===== config.mk =====
export PLATFORM = sky130hd
export DESIGN_NAME = mem_access_stage
export DESIGN_NICKNAME = d
export VERILOG_FILES = /design/src/rtl/mem_access_stage.sv
export SDC_FILE = /design/constraint.sdc
export NUM_CORES = 1
export LEC_CHECK = 0
export BUFFER_PORTS_ARGS = -buffer_cell sky130_fd_sc_hd__buf_2
export CAP_MARGIN = 20
export CORE_MARGIN = 4
export CORE_UTILIZATION = 25
export CTS_CLUSTER_SIZE = 24
export DETAILED_ROUTE_END_ITERATION = 10
export GPL_TIMING_DRIVEN = 0
export PLACE_DENSITY_LB_ADDON = 0.25
export SLEW_MARGIN = 0
export SYNTH_ARGS = -nofsm -noshare
export SYNTH_HDL_FRONTEND = slang
export SYNTH_SLANG_ARGS = --single-unit

===== constraint.sdc =====
create_clock -name clk -period 2.23 [get_ports clk]
set_input_delay 0.223 -clock clk [delete_from_list [all_inputs] [get_ports clk]]
set_output_delay 0.223 -clock clk [all_outputs]
set_load 0.02 [all_outputs]

===== src/rtl/mem_access_stage.sv =====
// Memory stage between execute and writeback: byte-lane loads/stores over a valid/ready request and response-valid port.
// Optional MISALIGN_TRAP_EN: misaligned H/W accesses issue no request and raise wb_misalign.
module mem_access_stage #(
  parameter int XLEN    = 32,
  parameter int RD_BITS = 5
) (
  input  logic               clk,
  input  logic               rst,
  input  logic               ex_valid,
  output logic               ex_ready,
  input  logic               flush,
  input  logic [XLEN-1:0]    alu_result,
  input  logic [XLEN-1:0]    rs2_data,
  input  logic [1:0]         mem_op,
  input  logic [2:0]         mem_sel,
  input  logic [1:0]         wb_sel_in,
  input  logic [RD_BITS-1:0] rd_in,
  input  logic               reg_we_in,
  input  logic [XLEN-1:0]    pc_adder_result_in,
  input  logic [XLEN-1:0]    pc_next_in,
  output logic               dmem_req_valid,
  input  logic               dmem_req_ready,
  output logic               dmem_req_we,
  output logic [XLEN-1:0]    dmem_addr,
  output logic [XLEN-1:0]    dmem_wdata,
  output logic [3:0]         dmem_wstrb,
  input  logic               dmem_rsp_valid,
  input  logic [XLEN-1:0]    dmem_rdata,
  output logic               wb_valid,
  output logic [RD_BITS-1:0] wb_rd,
  output logic               wb_reg_we,
  output logic [1:0]         wb_sel,
  output logic [XLEN-1:0]    wb_alu_result,
  output logic [XLEN-1:0]    wb_pc_adder_result,
  output logic [XLEN-1:0]    wb_pc_next,
  output logic [XLEN-1:0]    wb_load_data,
  output logic               wb_misalign
);

  typedef enum logic [1:0] {IDLE, REQ, WAIT} state_t;
  localparam logic [1:0] OP_LOAD  = 2'b01;
  localparam logic [1:0] OP_STORE = 2'b10;

  state_t state, state_next;

  logic [XLEN-1:0]    cap_addr, cap_rs2, cap_pc_add, cap_pc_next;
  logic [1:0]         cap_op, cap_wb_sel;
  logic [2:0]         cap_sel;
  logic [RD_BITS-1:0] cap_rd;
  logic               cap_reg_we;
  logic               kill_q;

  logic accept, in_is_mem, misalign_in, kill, cap_store;
  logic [XLEN-1:0] sh_b, sh_h, load_ext;

  assign accept    = ex_valid && (state == IDLE) && !flush;
  assign in_is_mem = (mem_op == OP_LOAD) || (mem_op == OP_STORE);
  assign kill      = kill_q || flush;
  assign cap_store = (cap_op == OP_STORE);

`ifdef MISALIGN_TRAP_EN
  // B/BU never misalign; H/HU need a[0]=0; W and reserved selects need a[1:0]=0.
  assign misalign_in = in_is_mem &&
    ((mem_sel[1:0] == 2'b01) ? alu_result[0] :
     (mem_sel[1:0] == 2'b00) ? 1'b0 : (alu_result[1:0] != 2'b00));
`else
  assign misalign_in = 1'b0;
`endif

  // NOTE: sequential state uses non-blocking assignments so every register samples pre-edge values.
  always_ff @(posedge clk) begin
    if (rst) state <= IDLE;
    else     state <= state_next;
  end

  // NOTE: every output of this block gets a default first, so no path leaves it unassigned (no latches).
  always_comb begin
    state_next     = state;
    ex_ready       = 1'b0;
    dmem_req_valid = 1'b0;
    unique case (state)
      IDLE: begin
        ex_ready = 1'b1;
        if (accept && in_is_mem && !misalign_in) state_next = REQ;
      end
      REQ: begin
        dmem_req_valid = 1'b1;
        if (dmem_req_ready) state_next = cap_store ? IDLE : WAIT;
      end
      WAIT: if (dmem_rsp_valid) state_next = IDLE;
      default: state_next = IDLE;
    endcase
  end

  // Request fields come only from captured registers, so they stay stable while ready is low.
  always_comb begin
    dmem_addr   = {cap_addr[XLEN-1:2], 2'b00};
    dmem_req_we = dmem_req_valid && cap_store;
    dmem_wstrb  = 4'b0000;
    unique case (cap_sel[1:0])
      2'b00:   dmem_wdata = {4{cap_rs2[7:0]}};
      2'b01:   dmem_wdata = {2{cap_rs2[15:0]}};
      default: dmem_wdata = cap_rs2;
    endcase
    if (dmem_req_we) begin
      unique case (cap_sel[1:0])
        2'b00:   dmem_wstrb = 4'b0001 << cap_addr[1:0];
        2'b01:   dmem_wstrb = 4'b0011 << {cap_addr[1], 1'b0};
        default: dmem_wstrb = 4'b1111;
      endcase
    end
  end

  assign sh_b = dmem_rdata >> {cap_addr[1:0], 3'b000};
  assign sh_h = dmem_rdata >> {cap_addr[1], 4'b0000};

  always_comb begin
    unique case (cap_sel)
      3'b000:  load_ext = {{(XLEN-8){sh_b[7]}}, sh_b[7:0]};
      3'b100:  load_ext = {{(XLEN-8){1'b0}}, sh_b[7:0]};
      3'b001:  load_ext = {{(XLEN-16){sh_h[15]}}, sh_h[15:0]};
      3'b101:  load_ext = {{(XLEN-16){1'b0}}, sh_h[15:0]};
      default: load_ext = dmem_rdata;
    endcase
  end

  always_ff @(posedge clk) begin
    if (rst) begin
      cap_addr <= '0; cap_rs2 <= '0; cap_pc_add <= '0; cap_pc_next <= '0;
      cap_op <= '0; cap_wb_sel <= '0; cap_sel <= '0; cap_rd <= '0;
      cap_reg_we <= 1'b0; kill_q <= 1'b0;
      wb_valid <= 1'b0; wb_rd <= '0; wb_reg_we <= 1'b0; wb_sel <= '0;
      wb_alu_result <= '0; wb_pc_adder_result <= '0; wb_pc_next <= '0;
      wb_load_data <= '0; wb_misalign <= 1'b0;
    end else begin
      wb_valid <= 1'b0;
      if (accept) begin
        cap_addr <= alu_result; cap_rs2 <= rs2_data; cap_op <= mem_op;
        cap_sel <= mem_sel; cap_wb_sel <= wb_sel_in; cap_rd <= rd_in;
        cap_reg_we <= reg_we_in; cap_pc_add <= pc_adder_result_in;
        cap_pc_next <= pc_next_in; kill_q <= 1'b0;
        // Non-memory ops and trapped misaligned accesses write back straight from execute.
        if (!in_is_mem || misalign_in) begin
          wb_valid <= 1'b1; wb_rd <= rd_in; wb_reg_we <= reg_we_in && !misalign_in;
          wb_sel <= wb_sel_in; wb_alu_result <= alu_result;
          wb_pc_adder_result <= pc_adder_result_in; wb_pc_next <= pc_next_in;
          wb_load_data <= '0; wb_misalign <= misalign_in;
        end
      end
      if (state != IDLE && flush) kill_q <= 1'b1;
      if (((state == REQ && dmem_req_ready && cap_store) ||
           (state == WAIT && dmem_rsp_valid)) && !kill) begin
        wb_valid <= 1'b1; wb_rd <= cap_rd; wb_reg_we <= cap_reg_we;
        wb_sel <= cap_wb_sel; wb_alu_result <= cap_addr;
        wb_pc_adder_result <= cap_pc_add; wb_pc_next <= cap_pc_next;
        wb_load_data <= (state == WAIT) ? load_ext : '0;
        wb_misalign <= 1'b0;
      end
    end
  end

endmodule

==> results.json, run 1 <==
{
  "grt_pass1_vias": 12764,
  "criticalPathCategory": "flop to flop",
  "syn_to_final_growth_pct": 46.1,
  "finalSetupViolCount": 0,
  "path_clk_slew_ps": 60,
  "antenna_left": 0,
  "synthFlopType": "dfxtp_1",
  "end_kind": "flop",
  "wl_per_cell_um": 18.8,
  "hold_viol_final": 0,
  "synth-seq-cells": 281,
  "clk_root_buffer_cell": "clkbuf_16",
  "crit_slowest_cell": "dlygate4sd3_1",
  "layout-drive-gt1-share_pct": 31.7,
  "status": "complete, no violations",
  "required_ps": 2640,
  "cts_tree": "built",
  "die_y_um": 229,
  "port-buffer-count": 383,
  "wl_met2_um": 24500,
  "hp-class": "primary input to flop",
  "max_stage_delay_ps": 600,
  "grt_max_degree": 13,
  "drcViolationCount": 0,
  "synthArstFlopShare_pct": 0,
  "yosysSeqAreaShare_pct": 46.2,
  "routed.top_layer": "met4",
  "grt_usage_pct": 18.7,
  "overflow": 0,
  "finalNetCount": 2216,
  "drv_slew": 0,
  "start_util_pct": 25.4,
  "dp.cells": 2458,
  "core_area_um2": 47900,
  "layout.cells.non_filler": 2680,
  "die_area_um2": 52300,
  "drt-initial-drc-count": 644,
  "cp_max_fo": 10,
  "synth.largest_area_cell": "dfxtp_1",
  "ys_warn_count": 0,
  "post-route-min-period_ps": 2150,
  "startpoint": "cap_addr[0]$_SDFFE_PP0P_",
  "cpLargestDelayFamily": "buffers and inverters",
  "fin_skew_ps": 22.4,
  "std_cell_rows": 80,
  "place_congestion": 0.841,
  "timing.fmax_mhz": 465,
  "grt_pass1_wl_um": 77200,
  "synthCells": 1458,
  "dp_hpwl_um": 37500,
  "crit_buf_inv": 2,
  "h-tree-depth": 2,
  "antenna_found_initial": 3,
  "finalCritPeriodShare_pct": 96.4,
  "ys_types": 48,
  "crit_chain": "buf_4, nor2b_2, o21ai_2, a222oi_1, dlygate4sd3_1, o2bb2ai_1",
  "utilization_pct": 37.1,
  "slew_headroom_pct": 35.2,
  "synth_top_area_share_pct": 46.2,
  "synthTopCellsByArea": "dfxtp_1 46%, nand2_1 12%, a21oi_1 10%",
  "fp.dieW_um": 229,
  "cts-buffers-inserted": 35,
  "wl_met3_um": 3310,
  "tightestPinTransition_ps": 972,
  "vias_per_cell": 4.71,
  "cp.arrival_ps": 2560,
  "io_pins": 388,
  "syn_avg_cell_area_um2": 8.35,
  "peakVddDrop_uv": 365,
  "power_leakage_nw": 7.62,
  "num_vias": 12617,
  "synth_edf_count": 0,
  "cts.sinks": 281,
  "cap_violations": 0,
  "syn_area_um2": 12200,
  "r2r_start": "cap_addr[0]$_SDFFE_PP0P_",
  "start_kind": "flop",
  "first_pass_iters": 5,
  "wl_met1_um": 21500,
  "routed_wl_um": 50500,
  "cts.path.max_buffers": 3,
  "powerDensity_nw_per_um2": 747,
  "hp-start": "dmem_rdata[0]",
  "clock_latency_ps": 540,
  "rsz0062_at_grt": "no"
}
-- worst min-delay path: cells and delay by family --
family / cells / cell delay, ps
AO/OA/AOI/OAI: 2 / 200
buffers and inverters: 1 / 100
-- final timing paths --
kind	to	slack (ps)	cells after the start
worst min register to register	cap_rs2[20]$_SDFFE_PP0P_	450	2
worst max-delay path	wb_load_data[1]$_SDFFE_PP0P_	80	6
worst min-delay path	wb_load_data[0]$_SDFFE_PP0P_	30	3
worst max register to register	wb_load_data[1]$_SDFFE_PP0P_	80	6
-- cell usage after synthesis (9+ instances only) --
master and n:
a211oi_1 21, a211oi_2 59, a21oi_1 255, a22o_1 23, a22oi_1 28, buf_2 24, buf_4 51, buf_6 21
clkbuf_1 68, dfxtp_1 281, mux2_2 22, mux2i_1 9, nand2_1 379, nand2b_1 26, nand3_1 30, nor2_1 92
o21ai_0 13
-- per-stage QoR --
stage	hold slack (ps)	TNS, ps	setup slack, ps	cell area, um2	power, mW
after floorplan	359	0	302	12200	6.40
final	32.1	0	79.8	17800	13.3
after global placement	439	-45790	-399	14900	7.08
after detailed placement	446	-47650	-365	14900	7.10
after CTS	1.14	0	6.26	17800	13.5
after global routing	16.0	0	4.06	17800	13.8
-- flip-flops by register name, indices dropped and copies added, names as in the netlist --
signal	cells
cap_pc_add	32
cap_rs2	32
cap_sel	3
wb_pc_adder_result	32
wb_alu_result	32
cap_rd	5
wb_load_data	32
wb_pc_next	32
cap_reg_we	1
wb_reg_we	1
kill_q	1
state	2
wb_rd	5
cap_addr	32
wb_sel	2
cap_op	2
cap_wb_sel	2
cap_pc_next	32
wb_valid	1
-- final cells by class --
cell class,count,area (um2)
fillers,4976,30200
flip-flops and latches,281,5630
multi-input cells,1010,5580
repair buffers,542,3510
plain buffers,163,1050
clock buffers,47,1000
well taps,615,769
clock inverters,15,218
inverters,4,17.5
diodes,3,7.51
-- cells by family after synthesis --
group,share of synthesized area (%)
buffers and inverters,8.32
multiplexers,2.77
other,0.0308
AO/OA/AOI/OAI,24.1
AND/OR/NAND/NOR,18.5
XOR/XNOR,0.0719
flip-flops,46.2
-- metal layers --
metal / vias to the layer above / GRT usage (%)
li1: 6122 / -
met1: 5993 / 23.2
met2: 431 / 32.6
met3: 71 / 4.25
met4: 0 / 5.09
met5: - / 0
-- timing repair --
item,4_1_cts,5_1_grt
hold buffers,155,0
gates resized for setup,31,19
endpoints found under the hold margin,238,0
pin swaps,1,0
gates cloned,0,0
setup endpoints to repair,215,130
setup buffers,2,2
-- power breakdown --
part	total, mW	switching [mW]	internal, mW	leakage [nW]
logic	1.85	1.07	0.781	4.73
clock network	6.08	2.34	3.74	0.602
registers	5.37	0.133	5.24	2.29
total	13.3	3.54	9.76	7.62
-- placed cells by master, fill, tap and decap left out, drive strengths merged, types with 23 or more instances in the layout --
master and count:
a21oi 255, nor2 92, nand2b 26, a211oi 80
buf 484, a22oi 29, a22o 23, dfxtp 281
dlygate4sd3 155, clkbuf 113, nand2 379, nand3 30
(Power assumes the default switching activity.)
==> inputs of run 2 (changes only) <==
Clock period 2.23 ns to 1.9 ns, I/O delays scaled along.
==> run 2 against run 1 <==
  * The run now ends with negative setup slack left
  * Global-route usage increased by 0.19 points
  * Clock-buffer cell count unchanged
  * Sequential share of layout area shrank 1.9 points
  * Combinational power rose by 31%
  * First-iteration DRC count increased by 1.4%
  * Power grew 19%
  * Flip-flop and latch count stayed put
  * Via count increased by 1.7%
  * Die area unchanged
==> results.json, run 2 (synthesized netlist as in run 1, its figures left out) <==
{
  "status": "complete, but fails checks",
  "violations": "negative setup slack",
  "start_kind": "flop",
  "grt_util_met2_pct": 32.9,
  "layout.cells.non_filler": 2721,
  "drt-initial-drc-count": 653,
  "post-route-cell-area_um2": 19000,
  "io_pins": 388,
  "use_met1_pct": 23.3,
  "fillers": 4853,
  "hold_depth": 3,
  "vias_per_cell": 4.72,
  "grt_pass1_vias": 12977,
  "wl_per_cell_um": 19.4,
  "path_clk_slew_ps": 60,
  "grt_max_degree": 15,
  "cp_max_fo": 6,
  "tightestPinTransition_ps": 931,
  "fin_ws_ps": -91.2,
  "cpLargestDelayFamily": "buffers and inverters",
  "drcViolationCount": 0,
  "dp_hpwl_um": 37500,
  "hold_viol_final": 0,
  "power_leakage_nw": 8.12,
  "die_area_um2": 52300,
  "peakVddDrop_uv": 433,
  "drv_slew": 0,
  "clk_root_buffer_cell": "clkbuf_16",
  "antenna_found_initial": 3,
  "utilization_pct": 39.5,
  "cts-buffers-inserted": 35,
  "die_y_um": 229,
  "port-buffer-count": 383,
  "grt_usage_pct": 18.9,
  "place_area_um2": 14900,
  "overflow": 0,
  "ff_latch_area_um2": 5640,
  "place_congestion": 0.841,
  "end_kind": "output pin",
  "crit_slowest_cell": "dfxtp_4",
  "fin_skew_ps": 22.3,
  "required_ps": 1710,
  "final_common_cell": "nand2_1",
  "antenna_left": 0,
  "rsz0062_at_grt": "yes",
  "final_cell_mix": "377 x nand2_1, 375 x buf_2, 276 x dfxtp_1",
  "use_met3_pct": 4.27,
  "post-route-min-period_ps": 1990,
  "r2r_cells": 9,
  "max_stage_delay_ps": 350,
  "hp-class": "primary input to flop",
  "finalSetupViolCount": 18,
  "finalNetCount": 2257,
  "fp.dieW_um": 229,
  "finalCritPeriodShare_pct": 105,
  "cts.sinks": 281,
  "slew_headroom_pct": 38.0,
  "powerDensity_nw_per_um2": 837,
  "syn_to_final_growth_pct": 55.6,
  "std_cell_rows": 80,
  "grt_pass1_wl_um": 78100,
  "cts_tree": "built",
  "first_pass_iters": 5,
  "cts.path.max_buffers": 3,
  "dp.cells": 2458,
  "crit_buf_inv": 3,
  "criticalPathCategory": "flop to output pin",
  "r2r-end": "wb_load_data[8]$_SDFFE_PP0P_",
  "reg2reg_slack_ps": 20,
  "timing.fmax_mhz": 502,
  "cap_violations": 0,
  "crit_chain": "buf_8, nor2_4, clkbuf_16, mux2_4, buf_6",
  "busiest_layer": "met2",
  "hp-start": "dmem_rdata[22]",
  "layout-drive-gt1-share_pct": 34.9,
  "min_to": "wb_load_data[22]$_SDFFE_PP0P_",
  "r2r_start": "state[0]$_SDFFE_PP0P_",
  "clock_latency_ps": 550,
  "start_util_pct": 25.4,
  "multi_input_area_um2": 5790,
  "core_area_um2": 47900,
  "routed_wl_um": 52800,
  "cp.arrival_ps": 1800,
  "h-tree-depth": 2,
  "num_vias": 12835
}
run 2: through the flow:
stage / setup TNS [ps] / total power, mW / setup WS, ps / hold WS (ps)
floorplan: 0 / 7.51 / 4.80 / 326
global placement: -131980 / 8.31 / -729 / 436
detailed placement: -134310 / 8.33 / -695 / 441
CTS: -1720 / 15.9 / -125 / 1.04
global route: -3680 / 16.5 / -137 / 13.8
finish: -912 / 15.9 / -91.2 / 26.6
run 2: cell type report:
class,instances,area share (%)
Antenna cell,3,0.0396
Buffer,158,6.67
Clock buffer,47,5.29
Clock inverter,15,1.15
Inverter,4,0.139
Multi-Input combinational cell,1010,30.5
Sequential cell,281,29.8
Tap cell,615,4.06
Timing Repair Buffer,588,22.3
run 2: how the worst max path moves through the flow:
stage,from,to,slack [ps],cells past startpoint
after floorplan,cap_sel[0]$_SDFFE_PP0P_,dmem_wdata[26],5,5
after global placement,state[1]$_SDFFE_PP0P_,wb_pc_adder_result[27]$_SDFFE_PP0P_,-730,7
after detailed placement,state[1]$_SDFFE_PP0P_,wb_alu_result[1]$_SDFFE_PP0P_,-700,7
after CTS,cap_sel[1]$_SDFFE_PP0P_,dmem_wdata[15],-120,5
after global routing,cap_sel[1]$_SDFFE_PP0P_,dmem_wdata[12],-140,5
final,cap_sel[1]$_SDFFE_PP0P_,dmem_wdata[12],-90,5
run 2: power breakdown:
group	switching [mW]	internal, mW	leakage (nW)
Sequential	0.161	6.14	2.29
Combinational	1.33	1.09	5.23
Clock	2.75	4.39	0.602
Total	4.24	11.6	8.12
run 2: routing by layer:
metal  vias to the layer above  part of all wire, %  wire length [um]
met2                       408                   49             25900
met3                        71                  6.3              3330
li1                       6215                    -                 -
met5                         -                    0                 0
met1                      6141                   42             22400
met4                         0                  2.2              1170
run 2: tightest hold or removal path, cell delays in order:
cell      delay [ps]
buf_2            120
nand2b_1         100
a22o_1           110
run 2: timing repair:
item	4_1_cts	5_1_grt
pin swaps	5	50
cloned	1	12
hold endpoints to repair	257	0
resized for setup	99	123
setup buffers	24	6
hold buffers	162	0
setup endpoints to repair	307	214
==> inputs of run 3 (changes only) <==
Settings changed: CTS_CLUSTER_SIZE 24 to not set, RECOVER_POWER set to 100.
==> run 3 against run 2 <==
  * The run still ends with negative setup slack left
  * Setup slack worse by 2.8 ps
  * Critical path depth did not move
  * Via count rose by 0.41%
  * Highest routed layer unchanged
  * Routed wire length is 0.12% higher
  * Largest power group unchanged
  * Non-clock buffer count unchanged
  * Combinational power is 2% lower
  * First-iteration DRC count is 0.61% higher
  * Clock-buffer cell count unchanged
  * Largest cell class unchanged
==> results.json, run 3 (synthesized netlist as in run 1, its figures left out) <==
{
  "drcViolationCount": 0,
  "wl_per_cell_um": 19.4,
  "clk_root_buffer_cell": "clkbuf_16",
  "grt_pass1_wl_um": 78100,
  "cap_violations": 0,
  "syn_to_final_growth_pct": 53.3,
  "crit_chain": "buf_8, nor2_4, clkbuf_16, mux2_4, buf_6",
  "timing.fmax_mhz": 502,
  "busiest_layer": "met2",
  "grt_usage_pct": 18.9,
  "cpLargestDelayFamily": "buffers and inverters",
  "max_stage_delay_ps": 350,
  "start_kind": "flop",
  "antenna_found_initial": 3,
  "post-route-min-period_ps": 1990,
  "io_pins": 388,
  "first_pass_iters": 5,
  "drt-initial-drc-count": 657,
  "dp.cells": 2458,
  "whs_ps": 31.2,
  "cp_max_fo": 6,
  "grt_util_met2_pct": 32.9,
  "start_util_pct": 25.4,
  "power_leakage_nw": 7.36,
  "dp_hpwl_um": 37500,
  "core_area_um2": 47900,
  "die_area_um2": 52300,
  "layout-drive-gt1-share_pct": 26.4,
  "num_vias": 12887,
  "cts-buffers-inserted": 35,
  "drv_slew": 0,
  "crit_buf_inv": 3,
  "peakVddDrop_uv": 434,
  "crit_slowest_cell": "dfxtp_4",
  "use_met1_pct": 23.3,
  "r2r_start": "state[1]$_SDFFE_PP0P_",
  "end_kind": "output pin",
  "startpoint": "cap_sel[1]$_SDFFE_PP0P_",
  "hp-class": "primary input to flop",
  "fin_tns_setup_ps": -1330,
  "tightestPinTransition_ps": 920,
  "fp.dieW_um": 229,
  "fin_skew_ps": 23.1,
  "h-tree-depth": 2,
  "powerDensity_nw_per_um2": 846,
  "cts.path.max_buffers": 3,
  "cts.sinks": 281,
  "cts_tree": "built",
  "port-buffer-count": 383,
  "finalNetCount": 2257,
  "clock_latency_ps": 540,
  "hold_viol_final": 0,
  "final_cell_mix": "377 x nand2_1, 277 x dfxtp_1, 253 x a21oi_1",
  "layout.cells.non_filler": 2721,
  "grt_max_degree": 15,
  "final_common_cell": "nand2_1",
  "die_y_um": 229,
  "overflow": 0,
  "criticalPathCategory": "flop to output pin",
  "antenna_left": 0,
  "use_met3_pct": 4.27,
  "status": "complete, but fails checks",
  "finalSetupViolCount": 57,
  "violations": "negative setup slack",
  "grt_pass1_vias": 12977,
  "cp.arrival_ps": 1800,
  "fin_ws_ps": -94.0,
  "required_ps": 1710,
  "slew_headroom_pct": 38.7,
  "total_power_mw": 15.8,
  "std_cell_rows": 80,
  "routed_wl_um": 52900,
  "path_clk_slew_ps": 60,
  "hp-start": "dmem_rdata[22]",
  "rsz0062_at_grt": "yes",
  "utilization_pct": 38.9,
  "place_congestion": 0.841,
  "finalCritPeriodShare_pct": 105,
  "vias_per_cell": 4.74
}
## run 3: cell types whose count changed in the layout (fill, tap and decap cells not counted), sizes merged
cell    delta
clkbuf   +180
buf      -180
## run 3: final timing paths
path | endpoint | slack, ps | depth (start not counted)
max | dmem_wdata[12] | -90 | 5
min reg2reg | cap_rs2[20]$_SDFFE_PP0P_ | 450 | 2
max reg2reg | wb_load_data[8]$_SDFFE_PP0P_ | -40 | 7
min | wb_load_data[22]$_SDFFE_PP0P_ | 30 | 3
## run 3: worst min-delay path, stage by stage
cell and delay (ps):
buf_2 120, nand2b_1 100, a22o_1 110
## run 3: power by group
group          switching [mW]  total (mW)  internal (mW)
Sequential              0.162        6.31           6.14
Combinational            1.33        2.37           1.04
Clock                    2.74        7.14           4.39
## run 3: metal layers
layer	wire, um	vias up
li1	-	6211
met1	22500	6175
met2	26000	421
met3	3220	80
met4	1200	0
met5	0	-
## run 3: timing repair
item	in CTS	in global routing
buffers inserted	24	6
endpoints found under the hold margin	257	0
hold buffers	162	0
setup endpoints to repair	307	214
gates resized for setup	99	123
pin swaps	5	50
gates cloned	1	12
## run 3: through the flow
step / area (um2) / worst slack (ps)
3_5_place_dp: 14900 / -695
2_1_floorplan: 12200 / 4.80
6_report: 18700 / -94.0
5_1_grt: 18700 / -139
3_3_place_gp: 14900 / -729
4_1_cts: 18300 / -125
## run 3: cell type report
class	instances	area (um2)
Multi-Input combinational cell	1010	5770
Antenna cell	3	7.51
Timing Repair Buffer	588	3980
Inverter	4	26.3
Buffer	158	1250
Fill cell	4929	29300
Sequential cell	281	5640
Clock buffer	47	1000
Clock inverter	15	218
Tap cell	615	769
